`src/rtl/mem_arbiter.sv`:
```
// mem_arbiter: shares one word-granular memory port between the I-cache and the D-cache.
// The grant is held until the owner's transaction drains, and read data goes back to the owner.
// Ports:
//   i_clk, i_rst                    clock, synchronous active-high reset
//   i_imem_* / o_imem_*             instruction-cache request and response side
//   i_dmem_* / o_dmem_*             data-cache request and response side
//   i_mem_* / o_mem_*               backing memory side (responses arrive in order)
//   o_gnt_i, o_gnt_d                current grant (one-hot or both 0)
//   o_err                           sticky protocol-error flag
module mem_arbiter #(
    parameter int MAX_OUT = 4
) (
    input  logic        i_clk,
    input  logic        i_rst,
    input  logic        i_imem_ren,
    input  logic        i_imem_wen,
    input  logic [31:0] i_imem_addr,
    input  logic [31:0] i_imem_wdata,
    output logic        o_imem_ready,
    output logic        o_imem_valid,
    output logic [31:0] o_imem_rdata,
    input  logic        i_dmem_ren,
    input  logic        i_dmem_wen,
    input  logic [31:0] i_dmem_addr,
    input  logic [31:0] i_dmem_wdata,
    output logic        o_dmem_ready,
    output logic        o_dmem_valid,
    output logic [31:0] o_dmem_rdata,
    input  logic        i_mem_ready,
    output logic [31:0] o_mem_addr,
    output logic        o_mem_ren,
    output logic        o_mem_wen,
    output logic [31:0] o_mem_wdata,
    input  logic [31:0] i_mem_rdata,
    input  logic        i_mem_valid,
    output logic        o_gnt_i,
    output logic        o_gnt_d,
    output logic        o_err
);

    localparam int CW = $clog2(MAX_OUT + 1);
    localparam logic [CW-1:0] C_MAX  = CW'(MAX_OUT);
    localparam logic [CW-1:0] C_ZERO = '0;
    localparam logic [CW-1:0] C_ONE  = CW'(1);

    typedef enum logic [1:0] {
        IDLE  = 2'd0,
        GNT_I = 2'd1,
        GNT_D = 2'd2
    } state_t;

    state_t        r_state;
    state_t        w_next;
    logic          r_last_d;
    logic [CW-1:0] r_cnt;
    logic          r_err;

    logic          w_ireq;
    logic          w_dreq;
    logic          w_cnt_zero;
    logic          w_rsp;
    logic          w_acc_rd;
    logic          w_inc;
    logic          w_dec;
    logic          w_err_set;

    assign w_ireq     = i_imem_ren | i_imem_wen;
    assign w_dreq     = i_dmem_ren | i_dmem_wen;
    assign w_cnt_zero = (r_cnt == C_ZERO);

    // A response with nothing outstanding is stray: it is dropped and flagged.
    assign w_rsp    = i_mem_valid & ~w_cnt_zero;
    assign w_acc_rd = o_mem_ren & i_mem_ready;
    assign w_inc    = w_acc_rd & (r_cnt != C_MAX);
    assign w_dec    = w_rsp;

    assign w_err_set = (w_acc_rd & (r_cnt == C_MAX))
                     | (i_mem_valid & w_cnt_zero)
                     | (i_imem_ren & i_imem_wen)
                     | (i_dmem_ren & i_dmem_wen);

    // Owner's request and responses pass straight through; everyone else sees zeros.
    always_comb begin : route
        o_mem_addr   = '0;
        o_mem_ren    = 1'b0;
        o_mem_wen    = 1'b0;
        o_mem_wdata  = '0;
        o_imem_ready = 1'b0;
        o_imem_valid = 1'b0;
        o_imem_rdata = '0;
        o_dmem_ready = 1'b0;
        o_dmem_valid = 1'b0;
        o_dmem_rdata = '0;
        unique case (r_state)
            GNT_I: begin
                o_mem_addr   = i_imem_addr;
                o_mem_ren    = i_imem_ren;
                o_mem_wen    = i_imem_wen;
                o_mem_wdata  = i_imem_wdata;
                o_imem_ready = i_mem_ready;
                o_imem_valid = w_rsp;
                o_imem_rdata = w_rsp ? i_mem_rdata : '0;
            end
            GNT_D: begin
                o_mem_addr   = i_dmem_addr;
                o_mem_ren    = i_dmem_ren;
                o_mem_wen    = i_dmem_wen;
                o_mem_wdata  = i_dmem_wdata;
                o_dmem_ready = i_mem_ready;
                o_dmem_valid = w_rsp;
                o_dmem_rdata = w_rsp ? i_mem_rdata : '0;
            end
            default: ;
        endcase
    end

    always_comb begin : next_state
        w_next = r_state;
        unique case (r_state)
            IDLE: begin
                // On a tie the side not granted last wins.
                if (w_ireq && w_dreq) begin
                    w_next = r_last_d ? GNT_I : GNT_D;
                end else if (w_dreq) begin
                    w_next = GNT_D;
                end else if (w_ireq) begin
                    w_next = GNT_I;
                end
            end
            GNT_I: begin
                if (!w_ireq && w_cnt_zero) begin
                    w_next = IDLE;
                end
            end
            GNT_D: begin
                if (!w_dreq && w_cnt_zero) begin
                    w_next = IDLE;
                end
            end
            default: w_next = IDLE;
        endcase
    end

    always_ff @(posedge i_clk) begin
        if (i_rst) begin
            r_state  <= IDLE;
            r_last_d <= 1'b0;
            r_cnt    <= C_ZERO;
            r_err    <= 1'b0;
        end else begin
            r_state <= w_next;
            if (r_state != IDLE && w_next == IDLE) begin
                r_last_d <= (r_state == GNT_D);
            end
            if (w_inc && !w_dec) begin
                r_cnt <= r_cnt + C_ONE;
            end else if (w_dec && !w_inc) begin
                r_cnt <= r_cnt - C_ONE;
            end
            if (w_err_set) begin
                r_err <= 1'b1;
            end
        end
    end

    assign o_gnt_i = (r_state == GNT_I);
    assign o_gnt_d = (r_state == GNT_D);
    assign o_err   = r_err;

endmodule

```
`config.mk`:
```
export PLATFORM = sky130hd
export DESIGN_NAME = mem_arbiter
export DESIGN_NICKNAME = d
export VERILOG_FILES = /design/src/rtl/mem_arbiter.sv
export SDC_FILE = /design/constraint.sdc
export NUM_CORES = 1
export LEC_CHECK = 0
export CORE_AREA = 2 2 117 119
export DETAILED_ROUTE_END_ITERATION = 8
export DIE_AREA = 0 0 119 121
export PLACE_DENSITY = 0.65
export RECOVER_POWER = 25
export SLEW_MARGIN = 10
export SYNTH_ARGS = -nofsm -noshare
export SYNTH_HDL_FRONTEND = slang
export SYNTH_SLANG_ARGS = --single-unit
```
`constraint.sdc`:
```
create_clock -name i_clk -period 3.2 [get_ports i_clk]
set_input_delay 0.64 -clock i_clk [delete_from_list [all_inputs] [get_ports i_clk]]
set_output_delay 0.64 -clock i_clk [all_outputs]
set_load 0.005 [all_outputs]
```
==> results.md <==
* Unique masters post-synth at 31
* Vias/cell at 4.386
* DRT Wirelength at 11690 um
* Status: complete, no violations
* DR iter-0 viols at 139
* Async S/R FF share, synth at 0
* Num CTS Buffers at 3
* Dominant cells by area after synthesis: a22oi_1 (25%), and2_1 (21%), nor2b_1 (21%), dfxtp_1 (7.2%), clkbuf_1 (4.4%)
* Mean Syn Cell Area at 6.849 um^2
* Setup TNS Final at 0 ns
* Number of synthesized flops with an enable pin at 0
* Worst skew pair latency at 0.23 ns
* Critical Path Fanout Max at 33
* Die W at 119 um
* Setup violators final at 0
* DRC Markers at 0
* CP max-delay cell: clkdlybuf4s50_1
* Slew at the pin closest to its max-slew limit at roughly 0.49 ns
* Via count at 3285
* Filler Cell Count at 1310
* GRT Residual Overflow at 0
* Initial core utilization at 0.1492
* Port bufs at 304
* Top-area cell type share of the netlist area at 0.2538
* Syn Nets at 460
* CP Class: input pin to output pin
* Largest net degree at the start of global routing at 66
* Register Area at 140.1 um^2
* Critical Path Max Stage Delay at 0.53 ns
* Synth Cell Area at around 2000 um^2
* Yosys warns at 0
* #FFs+latches synth at 7
* Num rows at 42
* Clk root buf: clkbuf_16
* Layout cells sized above 1 at 0.04188
* Layout area overhead at 170.5%
* DRT Pass-1 Iters at 4
* Clk buf depth at 2
* Sequential area share after synthesis at 0.07179
* Total Power at 1.420 mW
* Clock Sinks at 7
* Vias in the first global route at 3222
* Final Critical Period at 3.011 ns
* Die Y at 121 um
* Worst Skew at 0.004257 ns
* CTS H-tree lvls at 1
* CP Launch Type: input pin
* Slew Limit Fails at 0
* Area of the multi-input gates at 1703 um^2
* GPL Wtd Cong at 0.8379
* CP arrival at 2.37 ns
* Top_reg_cell synth: dfxtp_1
* Worst min-delay path class: flop to flop
* Post-CTS setup buffer count at 0
* Initial antenna violation count at 0
* Leak at 1.782 nW
* Final worst-path cycle share at 0.9408
* Max-cap violations at 0
* Power Dens Cells at 268.9 nW/um^2
* # hold bufs at CTS at 0
* Core area at 13090 um^2
* First-pass GRT wire length at 17160 um
* Peak supply drop at 0.2104 mV
* CTS tree: yes
* WL per Instance at roughly 16 um
* Max Freq at between 300 and 400 MHz
* Boundary Pins at 305
* Nets at 749
* Synth Instances at 285
* RSZ-0062 raised after global routing: false
* Nature of the critical path endpoint: output pin
* Critical path's top delay family: buffers and inverters
* Final HPWL DP at 9895 um
* Worst-path clk slew at 0.04 ns
* Max-Slew Margin vs Limit at 0.6763
* Crit path required time at 2.56 ns
* Detail Route Antenna Nets at 0
* Buf/Inv on CP at 2
* Final Hold Viols at 0
* Gr usage total at 0.1484
* Synth cell count leaders: a22oi_1 (66), and2_1 (66), nor2b_1 (66)
* # diodes at 0
* Full die area at 14400 um^2
* Cell Chain, Critical Path: clkdlybuf4s50_1 -> and3_2 -> and2_1 -> clkdlybuf4s50_1
* Most frequent CP cell: clkdlybuf4s50_1
* Synth area leader: a22oi_1
-- where the power goes --
group          switching [mW]  total (mW)  internal, mW
sequential             0.0255       0.134         0.109
combinational           0.430        1.07         0.644
clock                  0.0463       0.212         0.166
-- routing by layer --
metal  vias to the layer above  track usage  wire, um
li1                       1573            -         -
met1                      1483       0.1610      4422
met2                       213       0.2874      5939
met3                        16      0.04276      1157
met4                         0      0.02530       171
met5                         -            0         0
-- flip-flops by register name, indices dropped and copies added (netlist names) --
| signal | flops |
|---|---|
| r_cnt | 3 |
| r_state | 2 |
| o_err | 1 |
| r_last_d | 1 |
-- cell families (layout without fill, tap and decap cells) --
family,Yosys count,after routing,share of synthesized area
buf+inv,33,321,0.06346
xor+xnor,2,2,0.008976
flops,7,7,0.07179
simple gates,150,150,0.4750
mux,2,2,0.01026
fa+ha+maj,7,7,0.04872
compound gates,84,84,0.3218
-- cell type report --
type	count	share of cell area
clock buffer	4	0.01493
inverter	4	0.002844
multi-input combinational	245	0.3225
sequential	7	0.02654
tap	176	0.04171
timing repair buffer	313	0.5915
-- placed cells by master (no fill, tap or decap), types with 2 or more instances in the layout --
cell type,synthesis,layout
xor2_1,2,2
o21ai_0,3,4
clkbuf_16,0,3
ha_1,6,4
nor2b_1,66,66
nor2_1,5,5
nand2_1,3,3
buf_4,0,7
nor3_1,2,2
clkdlybuf4s50_1,0,299
dlygate4sd3_1,0,5
mux2i_1,2,2
a21oi_1,6,6
and2_1,66,60
inv_1,4,4
a22oi_1,66,66
and2_0,0,6
nand2b_1,2,2
and3_2,2,2
dfxtp_1,7,7
-- worst reg2reg max path: cells and delay by family, from the launching register on --
kind	cells	cell delay, ns
xor+xnor	1	0.16
buf+inv	2	0.25
compound gates	3	0.45
simple gates	3	0.65
fa+ha+maj	3	0.89
flops	1	0.32
-- through the flow --
step / area [um^2] / utilization / hold slack (ns) / cells / setup WS (ns)
floorplan: 1952 / - / 0.4624 / 285 / 0.5418
global placement: 5191 / 0.3967 / 0.4807 / 745 / 0.1995
detailed placement: 5191 / 0.3967 / 0.4892 / 745 / 0.1271
CTS: 5270 / 0.4028 / 0.5011 / 749 / 0.07107
global route: 5280 / 0.4035 / 0.5220 / 749 / 0.02847
finish: 5280 / 0.4035 / 0.4998 / 749 / 0.1893
-- worst paths after layout --
kind	slack [ns]	startpoint	to	depth (start not counted)
worst min-delay path	0.50	r_last_d$_SDFFE_PP0P_	r_last_d$_SDFFE_PP0P_	2
worst max-delay path	0.19	i_mem_valid	o_dmem_rdata[14]	4
worst min register to register	0.50	r_last_d$_SDFFE_PP0P_	r_last_d$_SDFFE_PP0P_	2
worst max register to register	0.41	r_state[0]$_SDFF_PP0_	r_cnt[2]$_SDFFE_PP0P_	12
-- what timing repair did --
action | in CTS | in global routing
endpoints found under the setup margin | 0 | 35
hold endpoints to repair | 0 | 0
resized for setup | 0 | 2
(Power assumes the default switching activity.)
==> RTL change: new RTL, same settings <==
`MAX_OUT`: 4 -> 8.
--- a/src/rtl/mem_arbiter.sv
+++ b/src/rtl/mem_arbiter.sv
@@ -8,7 +8,7 @@
 //   o_gnt_i, o_gnt_d                current grant (one-hot or both 0)
 //   o_err                           sticky protocol-error flag
 module mem_arbiter #(
-    parameter int MAX_OUT = 4
+    parameter int MAX_OUT = 8
 ) (
     input  logic        i_clk,
     input  logic        i_rst,
Behaviour: not the same (a bounded check fails within 10 cycles, from zero or initial values and one cycle with i_rst high).
==> RTL change against the original RTL <==
Setup slack worse by 0.042 ns. Critical endpoint is now o_imem_rdata[2]. Sequential power is 37% higher. Die area unchanged. Wire length rose by 1.2%. Cell count grew 1.6%. Largest cell class unchanged. Clock power is 2% higher. Sequential cell count up 1. Sequential share of layout area up 0.33 points. Power is 13% higher. Combinational power grew 13%. First-iteration DRC count fell by 7.9%. Cell area up 1.7%. Area after synthesis up 3.6%. Non-clock buffer count is 2 higher.
==> RTL change: results <==
synth:
  yosysSeqAreaShare_pct: 7.92
  ys.warnings.count: 0
  ys_top_cells_by_area: "a22oi_1 25%, nor2b_1 21%, and2_1 20%"
  syn-num-nets: 472
  ys_top_cells_by_count: "67 x nor2b_1, 66 x a22oi_1, 66 x and2_1"
  async_flop_share_pct: 0
  ys_types: 34
  synthFlopType: "dfxtp_1"
timing:
  final-setup-viol-count: 0
  hold_viol: 0
  final.setup_skew_ns: 0.00168
  slew_headroom_pct: 56.9
min_path:
  hold_path.class: "flip-flop to flip-flop"
clock_network:
  clk_latency_ns: 0.23
  cts_resized: 0
  htree_levels: 1
  root_buffer: "clkbuf_16"
  cts_setup_buffers: 0
  clk_pin_slew_ns: 0.04
  cts_buffer_depth: 2
  cts-buffers-inserted: 3
finish:
  biggestRegsByFlops: "r_cnt x4, r_state x2"
  n_antenna_cell: 0
  drive_above_1_share_pct: 2.91
  nNetsFinal: 763
place:
  gp_congestion: 0.836
  port_buffers: 304
  dpl-instance-area_um2: 5300
  hpwl_um: 9880
drt:
  wl_per_cell_um: 15.6
  dr.pass1.iters: 4
  num_vias: 3314
  drt_iter0_drc: 128
grt:
  grt_pass1_wl_um: 17300
  grt_max_degree: 66
  grt_util_all_layers_pct: 14.8
  antenna_found_initial: 0
power:
  p_leak_nw: 1.90
  vdd_drop_max_uv: 207
  switching_power_uw: 588
critical_path:
  critPathArrivalTime_ns: 2.41
  worst-path-max-fanout: 32
outcome:
  status: "finished clean"
[RTL change: changes by cell type in the layout (fill, tap and decap cells not counted), moves of 2 or more]
cell	unedited run	this run
buf_12	1	3
and3_2	2	0
clkbuf_4	1	3
ha_1	4	6
dlygate4sd3_1	5	23
and2_1	60	66
clkdlybuf4s50_1	299	281
and2_0	6	0
nor2_1	5	14
buf_4	7	4
[RTL change: through the flow]
stage                     setup WS [ns]  std cells
final                             0.147        761
after global routing             0.0433        761
after CTS                         0.103        761
after detailed placement         0.0707        758
after global placement           0.0995        758
after floorplan                   0.573        296
[RTL change: power groups by stage]
| stage | Sequential, mW | Combinational (mW) | Clock [mW] |
|---|---|---|---|
| 2_1_floorplan | 0.174 | 0.603 | 0 |
| 3_3_place_gp | 0.182 | 1.21 | 0 |
| 3_5_place_dp | 0.184 | 1.23 | 0 |
| 4_1_cts | 0.182 | 1.23 | 0.216 |
| 5_1_grt | 0.189 | 1.32 | 0.227 |
| 6_report | 0.183 | 1.21 | 0.216 |
[RTL change: worst max-delay path, cell delays in order]
cell and delay (ns):
clkdlybuf4s50_1 0.49, nand2b_1 0.11, nor2_1 0.26, buf_12 0.21, and2_1 0.17, clkdlybuf4s50_1 0.52
[RTL change: worst paths after layout]
kind                                   from              end  slack, ns  cells past startpoint
worst max-delay path            i_mem_valid  o_imem_rdata[2]       0.15                      6
worst min register to register        o_err            o_err       0.52                      2
worst max register to register   r_state[0]         r_cnt[3]       0.45                     12
worst min-delay path                  o_err            o_err       0.52                      2
[RTL change: routing by layer]
layer | vias up | wire (um) | GRT usage, %
met2 | 216 | 6080 | 28.6
met5 | - | 0 | 0
met1 | 1460 | 4510 | 16.2
met3 | 18 | 1070 | 3.90
li1 | 1620 | - | -
met4 | 0 | 178 | 2.53
[RTL change: logic make-up (layout without fill, tap and decap cells)]
logic type | Yosys count | count (layout) | synth area share, %
AOI/OAI and AO/OA | 85 | 85 | 30.9
xor gates and xnor gates | 2 | 2 | 0.866
adders and majority gates | 8 | 8 | 5.32
buffers and inverters | 34 | 323 | 6.31
DFF | 8 | 8 | 7.92
muxes | 3 | 3 | 1.55
and+or+nand+nor | 156 | 156 | 47.1
[RTL change: layout make-up]
class	instances	area, um2
timing repair buffer	315	3160
fill	1295	7710
clock buffer	3	75.1
tap	176	220
inverter	5	18.8
sequential	8	160
multi-input combinational	254	1740
